--- config.mk ---
export PLATFORM = sky130hd
export DESIGN_NAME = operand_stack
export DESIGN_NICKNAME = d
export VERILOG_FILES = /design/src/rtl/operand_stack.sv
export SDC_FILE = /design/constraint.sdc
export NUM_CORES = 1
export LEC_CHECK = 0
export BUFFER_PORTS_ARGS = -buffer_cell sky130_fd_sc_hd__buf_2
export CELL_PAD_IN_SITES_DETAIL_PLACEMENT = 1
export CELL_PAD_IN_SITES_GLOBAL_PLACEMENT = 1
export CORE_MARGIN = 3
export CORE_UTILIZATION = 30
export DETAILED_ROUTE_END_ITERATION = 12
export GPL_ROUTABILITY_DRIVEN = 0
export MAX_ROUTING_LAYER = met4
export PLACE_DENSITY_LB_ADDON = 0.1
export SYNTH_ARGS = -nofsm -noshare
export SYNTH_HDL_FRONTEND = slang
export SYNTH_SLANG_ARGS = --single-unit
--- constraint.sdc ---
create_clock -name clk -period 9.95 [get_ports clk]
set_input_delay 2.985 -clock clk [delete_from_list [all_inputs] [get_ports clk]]
set_output_delay 2.985 -clock clk [all_outputs]
set_load 0.05 [all_outputs]
--- src/rtl/operand_stack.sv ---
`default_nettype none
// +----------------------------------------------------------------------------+
// | operand_stack : LIFO operand stack driven by stack_clk command strobes.    |
// | Optional OPERAND_STACK_NOS_EN adds nos_data output and pop2 input.         |
// | Rev 1.0                                                                    |
// +----------------------------------------------------------------------------+
module operand_stack #(
  parameter int DATA_W = 8,
  parameter int DEPTH  = 16,
  parameter int PTR_W  = 5
) (
  input  logic              clk,
  input  logic              reset,
  input  logic              stack_clk,
  input  logic              push,
  input  logic              pop,
`ifdef OPERAND_STACK_NOS_EN
  input  logic              pop2,
  output logic [DATA_W-1:0] nos_data,
`endif
  input  logic [DATA_W-1:0] data_to_push,
  output logic [DATA_W-1:0] data_from_stack,
  output logic [PTR_W-1:0]  sp,
  output logic              full,
  output logic              empty,
  output logic              overflow_err,
  output logic              underflow_err,
  output logic              op_done
);

  localparam int               c_idx_w = PTR_W - 1;
  localparam logic [PTR_W-1:0] c_depth = PTR_W'(DEPTH);
  localparam logic [PTR_W-1:0] c_one   = PTR_W'(1);

  typedef enum logic [1:0] {
    S_IDLE = 2'd0,
    S_EXEC = 2'd1,
    S_DONE = 2'd2
  } state_t;

  state_t              state_q;
  logic [DATA_W-1:0]   mem_q [DEPTH];
  logic [PTR_W-1:0]    sp_q;
  logic                stk_q;
  logic                push_q;
  logic                pop_q;
  logic [DATA_W-1:0]   data_q;
  logic                ovf_q;
  logic                unf_q;
  logic                done_q;
`ifdef OPERAND_STACK_NOS_EN
  logic                pop2_q;
`endif

  logic                w_cmd;
  logic                w_full;
  logic                w_empty;
  logic [c_idx_w-1:0]  w_wr_idx;
  logic [c_idx_w-1:0]  w_top_idx;

  assign w_cmd     = stack_clk & ~stk_q;
  assign w_full    = (sp_q == c_depth);
  assign w_empty   = (sp_q == '0);
  // Indices are only used when the matching full/empty guard holds, so truncation is safe.
  assign w_wr_idx  = c_idx_w'(sp_q);
  assign w_top_idx = c_idx_w'(sp_q - c_one);

  always_ff @(posedge clk or posedge reset) begin
    if (reset) begin
      state_q <= S_IDLE;
      for (int i = 0; i < DEPTH; i++) mem_q[i] <= '0;
      sp_q    <= '0;
      stk_q   <= 1'b0;
      push_q  <= 1'b0;
      pop_q   <= 1'b0;
      data_q  <= '0;
      ovf_q   <= 1'b0;
      unf_q   <= 1'b0;
      done_q  <= 1'b0;
`ifdef OPERAND_STACK_NOS_EN
      pop2_q  <= 1'b0;
`endif
    end else begin
      stk_q  <= stack_clk;
      done_q <= 1'b0;
      case (state_q)
        S_IDLE: begin
          if (w_cmd) begin
            push_q  <= push;
            pop_q   <= pop;
            data_q  <= data_to_push;
`ifdef OPERAND_STACK_NOS_EN
            pop2_q  <= pop2;
`endif
            state_q <= S_EXEC;
          end
        end
        S_EXEC: begin
          if (push_q && !pop_q) begin
            if (w_full) begin
              ovf_q <= 1'b1;
            end else begin
              mem_q[w_wr_idx] <= data_q;
              sp_q            <= sp_q + c_one;
            end
          end else if (!push_q && pop_q) begin
            if (w_empty) begin
              unf_q <= 1'b1;
`ifdef OPERAND_STACK_NOS_EN
            end else if (pop2_q) begin
              if (sp_q >= PTR_W'(2)) sp_q  <= sp_q - PTR_W'(2);
              else                   unf_q <= 1'b1;
`endif
            end else begin
              sp_q <= sp_q - c_one;
            end
          end else if (push_q && pop_q) begin
            // Replace-top: legal when full, since sp does not move.
            if (w_empty) unf_q <= 1'b1;
            else         mem_q[w_top_idx] <= data_q;
          end
          done_q  <= 1'b1;
          state_q <= S_DONE;
        end
        S_DONE: begin
          state_q <= S_IDLE;
        end
        default: begin
          state_q <= S_IDLE;
        end
      endcase
    end
  end

  assign data_from_stack = w_empty ? '0 : mem_q[w_top_idx];
  assign sp              = sp_q;
  assign full            = w_full;
  assign empty           = w_empty;
  assign overflow_err    = ovf_q;
  assign underflow_err   = unf_q;
  assign op_done         = done_q;

`ifdef OPERAND_STACK_NOS_EN
  logic [c_idx_w-1:0] w_nos_idx;
  assign w_nos_idx = c_idx_w'(sp_q - PTR_W'(2));
  assign nos_data  = (sp_q >= PTR_W'(2)) ? mem_q[w_nos_idx] : '0;
`endif

endmodule
`default_nettype wire

# After elaboration in Yosys (flattened, before gate mapping)

Cells that the tools add are included.
W data, S select, Z words.

Logic and storage cells: 84
Bits in registers: 149

Equality and inequality tests: 6
Mux-type cells: 25
Bitwise logic cells: 5
Add/subtract/negate cells: 2
Reductions and logical operators: 17
$lt $le $gt $ge: 4

Operator list:

| operator              | number |
|---|---|
| $mux W128             | 5 |
| $bwmux W128           | 2 |
| $demux W8 S4          | 2 |
| $mux W8               | 5 |
| $bmux W8 S4           | 1 |
| $mux W5               | 4 |
| $ge A5 B5 Y1 const B  | 2 |
| $lt A5 B1 Y1 const B  | 2 |
| $not A4 Y5            | 2 |
| $ne A2 B2 Y1 const B  | 3 |
| $reduce_and A3 Y1     | 2 |
| $reduce_bool A2 Y1    | 3 |
| $add A5 B1 Y5 const B | 1 |
| $eq A5 B5 Y1 const B  | 1 |
| $logic_and A1 B1 Y1   | 5 |
| $logic_not A5 Y1      | 1 |
| $reduce_and A5 Y1     | 1 |
| $sub A5 B1 Y5 const B | 1 |
| $mux W1               | 4 |
| $pmux W2 S2           | 1 |
| $reduce_and A4 Y1     | 1 |
| $eq A2 B1 Y1 const B  | 1 |
| $logic_not A1 Y1      | 2 |
| $logic_not A2 Y1      | 1 |
| 5 further kinds       | 6 |

# Longest topological paths before layout

Depth in word-level cells: 11
Gate-level depth with buffers: 11

# Worst setup path after synthesis

No wires, ideal clock.

Path kind: reg2out
Start: register sp_q[0], in the netlist sp[0]
End: output port data_from_stack[1]
Slack: 3.056 ns
Stages on the path, launching flop included: 11
Data required time: 6.965 ns
Arrival time: 3.909 ns
Path through: dfrtp_1 > buf_6 > buf_1 > inv_1 > ha_1 > buf_2 > buf_2 > buf_1 > mux4_2 > o22ai_1 > nor3_1

Longest elaborated chain between the ends: 6
Elaborated cells between the ends (all ways): 7

Ends and longest elaborated chain:

| what                                        | RTL line | source |
|---|---|---|
| start: declaration                          | 43       | `logic [PTR_W-1:0] sp_q;` |
| start signal: assignment                    | 104      | `sp_q <= sp_q + c_one;` |
| start signal: assignment                    | 115      | `sp_q <= sp_q - c_one;` |
| $sub A5 B1 Y5                               | -        |  |
| via w_top_idx[0]                            | 59       | `logic [c_idx_w-1:0] w_top_idx;` |
| $not A4 Y5 (implied by the code)            | 135      | `assign data_from_stack = w_empty ? '0 : mem_q[w_top_idx];` |
| $bmux W8 S4                                 | 135      |  |
| $mux W8 (implied by the code) (2 in series) | 135      |  |
| $mux W8                                     | 135      |  |
| end: declaration                            | 22       | `output logic [DATA_W-1:0] data_from_stack,` |

The timed path passes the listed nets, and every way through them passes these cells. The select of a mux whose other input is x is not followed.

# Final worst setup path

Start: register sp_q[0], in the netlist sp[0]
End: output port data_from_stack[5]

Same word-level chain as after synthesis.

==> metrics.md <==
| Metric | Value |
|---|---|
| Critical path's largest stage delay | roughly 750 ps |
| DRT Pass-1 Iters | 4 |
| Crit-path cells | buf_4 -> inv_1 -> ha_1 -> buf_4 -> mux4_2 -> o22ai_1 -> nor3_1 -> buf_2 |
| CTS Sinks | 149 |
| ANT cells | 0 |
| Async set-reset flop share out of synthesis | 100.0% |
| Initial antenna violation count | 0 |
| Final net count | 560 |
| Root Driver | clkbuf_16 |
| Setup Viol. Count Final | 0 |
| Worst-Margin Slew | 1031 ps |
| FF-to-FF Start | sp[0]$_DFFE_PP0P_ |
| WL per Instance | between 20 and 25 um |
| Synth Warn # | 0 |
| Clk_skew | approximately 19 ps |
| Setup WS post-layout | roughly 2800 ps |
| Leakage | between 3 and 4 nW |
| Total gr overflow | 0 |
| Distinct cell type count of the synthesized netlist | between 50 and 60 |
| Crit path buffers/inverters | 4 |
| Port Buf Inserts | 30 |
| CTS Hold Bufs | 0 |
| Slowest cell on the critical path | dfrtp_2 |
| Global-route wire length before repair | between 30 and 40 mm |
| HP Class | reg -> reg |
| Vias in the first global route | around 4,800 |
| Ports | 31 |
| Initial DRC Count | a little over 300 |
| Power Dens Cells | roughly 310 nW/um^2 |
| CP Capture Point | data_from_stack[5] |
| Cell Area, Synth | between 7000 and 8000 um^2 |
| Post-route clock period utilization | between 70 and 80% |
| Die X | between 150 and 200 um |
| Setup Fix Bufs, Post-CTS | 0 |
| Final WL | between 20 and 25 mm |
| CP Capture Type | output pin |
| Worst Setup SP | sp[0]$_DFFE_PP0P_ |
| F_max | approximately 140 MHz |
| Clk_lat worst skew | about 430 ps |
| DRC viols | 0 |
| Fillers | 2,465 |
| Max Cap Viol | 0 |
| Yosys reg bits | about 150 |
| Crit path depth | 8 |
| Pre-CTS setup slack | 3188 ps |
| R2r worst-path depth | 7 |
| Non-Filler Instances | 870 |
| CP top delay family | buffers and inverters |
| Global-route usage over all layers | about 17% |
| Final ANT Viol Nets | 0 |
| Syn Area/Cell | 14.18 um^2 |
| Maximum fanout along the worst path | 24 |
| Final Hold Fails | 0 |
| Seq/Total Area, Yosys | 51.34% |
| Fin. max-slew vios | 0 |
| Critical path required time | between 6000 and 7000 ps |
| Post-cts sizing count | 0 |
| Hold path depth | 1 |
| Clk pin slew, worst setup/hold paths | roughly 70 ps |
| Worst-case vdd ir drop | 0.1121 mV |
| Htree depth | 4 |
| Final setup TNS | 0 ps |
| Critical path class | reg -> out |
| Placed Cells | ~840 |
| Status | finished clean |
| Crit path DAT | 4130 ps |
| Vias | ~4,400 |
| Startpoint Class | flop |
| Gate Count Post-Synth | approximately 500 |
| Starting Density | approximately 31% |
| Die H | approximately 160 um |
| Rel. slew slack | roughly 31% |
| Largest net degree at the start of global routing | around 80 |
| Clk buf depth | 2 |
| Prevailing post-synth register cell | dfrtp_1 |
| Worst flop-to-flop path endpoint | mem_q[124]$_DFFE_PP0P_ |
| Dpl hpwl | approximately 13 mm |
| Row count | 56 |
| EDFF count, synth | 0 |
| R2r setup slk | around 6000 ps |
| Num CTS Buffers | 17 |
| Syn nets | around 530 |
| Final Critical Period | 7113 ps |
| Share of cells above drive strength 1 | about 48% |
| Die area | roughly 26,000 um^2 |
| Vias/cell | around 5 |
| RSZ-0062 raised after global routing | false |
| Crit-path most repeated cell | buf_4 |
| Core Area | 23,610 um^2 |
| CTS tree | done |
| Area grow syn2layout | 15.13% |
[area by class of cell]
type / count / area [um^2] / area share, %
Clock buffer: 17 / 425.4 / 5.088
Clock inverter: 15 / 191.4 / 2.290
Inverter: 10 / 42.54 / 0.5088
Multi-Input combinational cell: 322 / 3362 / 40.21
Sequential cell: 149 / 3730 / 44.61
Tap cell: 319 / 399.1 / 4.774
Timing Repair Buffer: 38 / 210.2 / 2.514
[worst min path at each step]
stage / startpoint / end / slack [ps]
3_3_place_gp: underflow_err$_DFFE_PP0P_ / underflow_err$_DFFE_PP0P_ / 430
3_5_place_dp: underflow_err$_DFFE_PP0P_ / underflow_err$_DFFE_PP0P_ / 440
6_report: underflow_err$_DFFE_PP0P_ / underflow_err$_DFFE_PP0P_ / 450
5_1_grt: underflow_err$_DFFE_PP0P_ / underflow_err$_DFFE_PP0P_ / 500
4_1_cts: underflow_err$_DFFE_PP0P_ / underflow_err$_DFFE_PP0P_ / 460
2_1_floorplan: mem_q[27]$_DFFE_PP0P_ / mem_q[27]$_DFFE_PP0P_ / 460
[state kept, by name, indices dropped and copies added, names as in the netlist]
name           count
pop_q              1
state_q            2
data_q             8
push_q             1
mem_q            128
sp                 5
stk_q              1
overflow_err       1
underflow_err      1
op_done            1
[cell usage after synthesis (3+ instances only)]
master | n | area [um^2]
dfrtp_1 | 149 | 3729
xnor2_1 | 3 | 26.28
mux4_2 | 32 | 720.7
mux2_4 | 8 | 120.1
o21ai_0 | 3 | 15.01
mux2_1 | 3 | 33.78
clkbuf_1 | 16 | 60.06
o21ai_2 | 3 | 26.28
o22ai_1 | 11 | 68.82
a21o_1 | 3 | 22.52
inv_1 | 10 | 37.54
nand3_1 | 5 | 25.02
a31oi_1 | 8 | 50.05
nor2_1 | 10 | 37.54
a22oi_1 | 7 | 52.55
buf_2 | 8 | 40.04
nor2b_1 | 3 | 18.77
a21oi_1 | 9 | 45.04
ha_1 | 9 | 112.6
nor3_1 | 6 | 30.03
nand2b_1 | 10 | 62.56
xor2_1 | 3 | 26.28
nand2_1 | 18 | 67.56
buf_1 | 3 | 11.26
nand2_2 | 7 | 43.79
mux2_2 | 126 | 1419
[layout by cell type (no fill, tap or decap), types with 8 or more instances in the layout]
cell type and n:
buf_4 8, nand2b_1 10, dfrtp_1 148, a31oi_1 8, nand2_1 18, a21oi_1 9, o22ai_1 11, mux2_4 8
mux4_2 32, nor2_1 10, buf_2 30, mux2_2 126, inv_1 9, ha_1 9, clkbuf_16 17
[kinds of logic after synthesis]
logic type      Yosys count  share of synthesized area [%]
mux                     170                          31.72
flops                   149                          51.34
simple gates             80                          6.237
compound gates           57                          5.893
buf+inv                  41                          2.533
fa+ha+maj                 9                          1.551
xor+xnor                  6                         0.7238
[per-layer routing]
| metal | vias up | GRT usage, % | part of all wire (%) |
|---|---|---|---|
| li1 | 1956 | - | - |
| met5 | - | - | 0 |
| met2 | 82 | 26.27 | 49 |
| met3 | 11 | 3.334 | 3.9 |
| met4 | 0 | 3.911 | 0.85 |
| met1 | 2378 | 21.94 | 47 |
[stage by stage]
stage                     utilization, %  cell area [um^2]  hold slack [ps]  total power [mW]
final                              35.41              8361            454.8             2.620
after global placement             32.79              7744            432.5             1.937
after floorplan                        -              7262            458.9             1.668
after detailed placement           32.79              7744            442.8             1.961
after CTS                          35.41              8361            460.8             2.660
after global routing               35.41              8361            497.1             2.772
[report_power, final]
part	total [mW]	leakage (nW)	internal, mW	switching (mW)
Sequential	0.929	2.02	0.768	0.161
Clock	0.686	0.303	0.402	0.283
Combinational	1.01	1.55	0.409	0.596
Total	2.62	3.86	1.58	1.04
No activity file was read; power rests on OpenSTA's default activity.
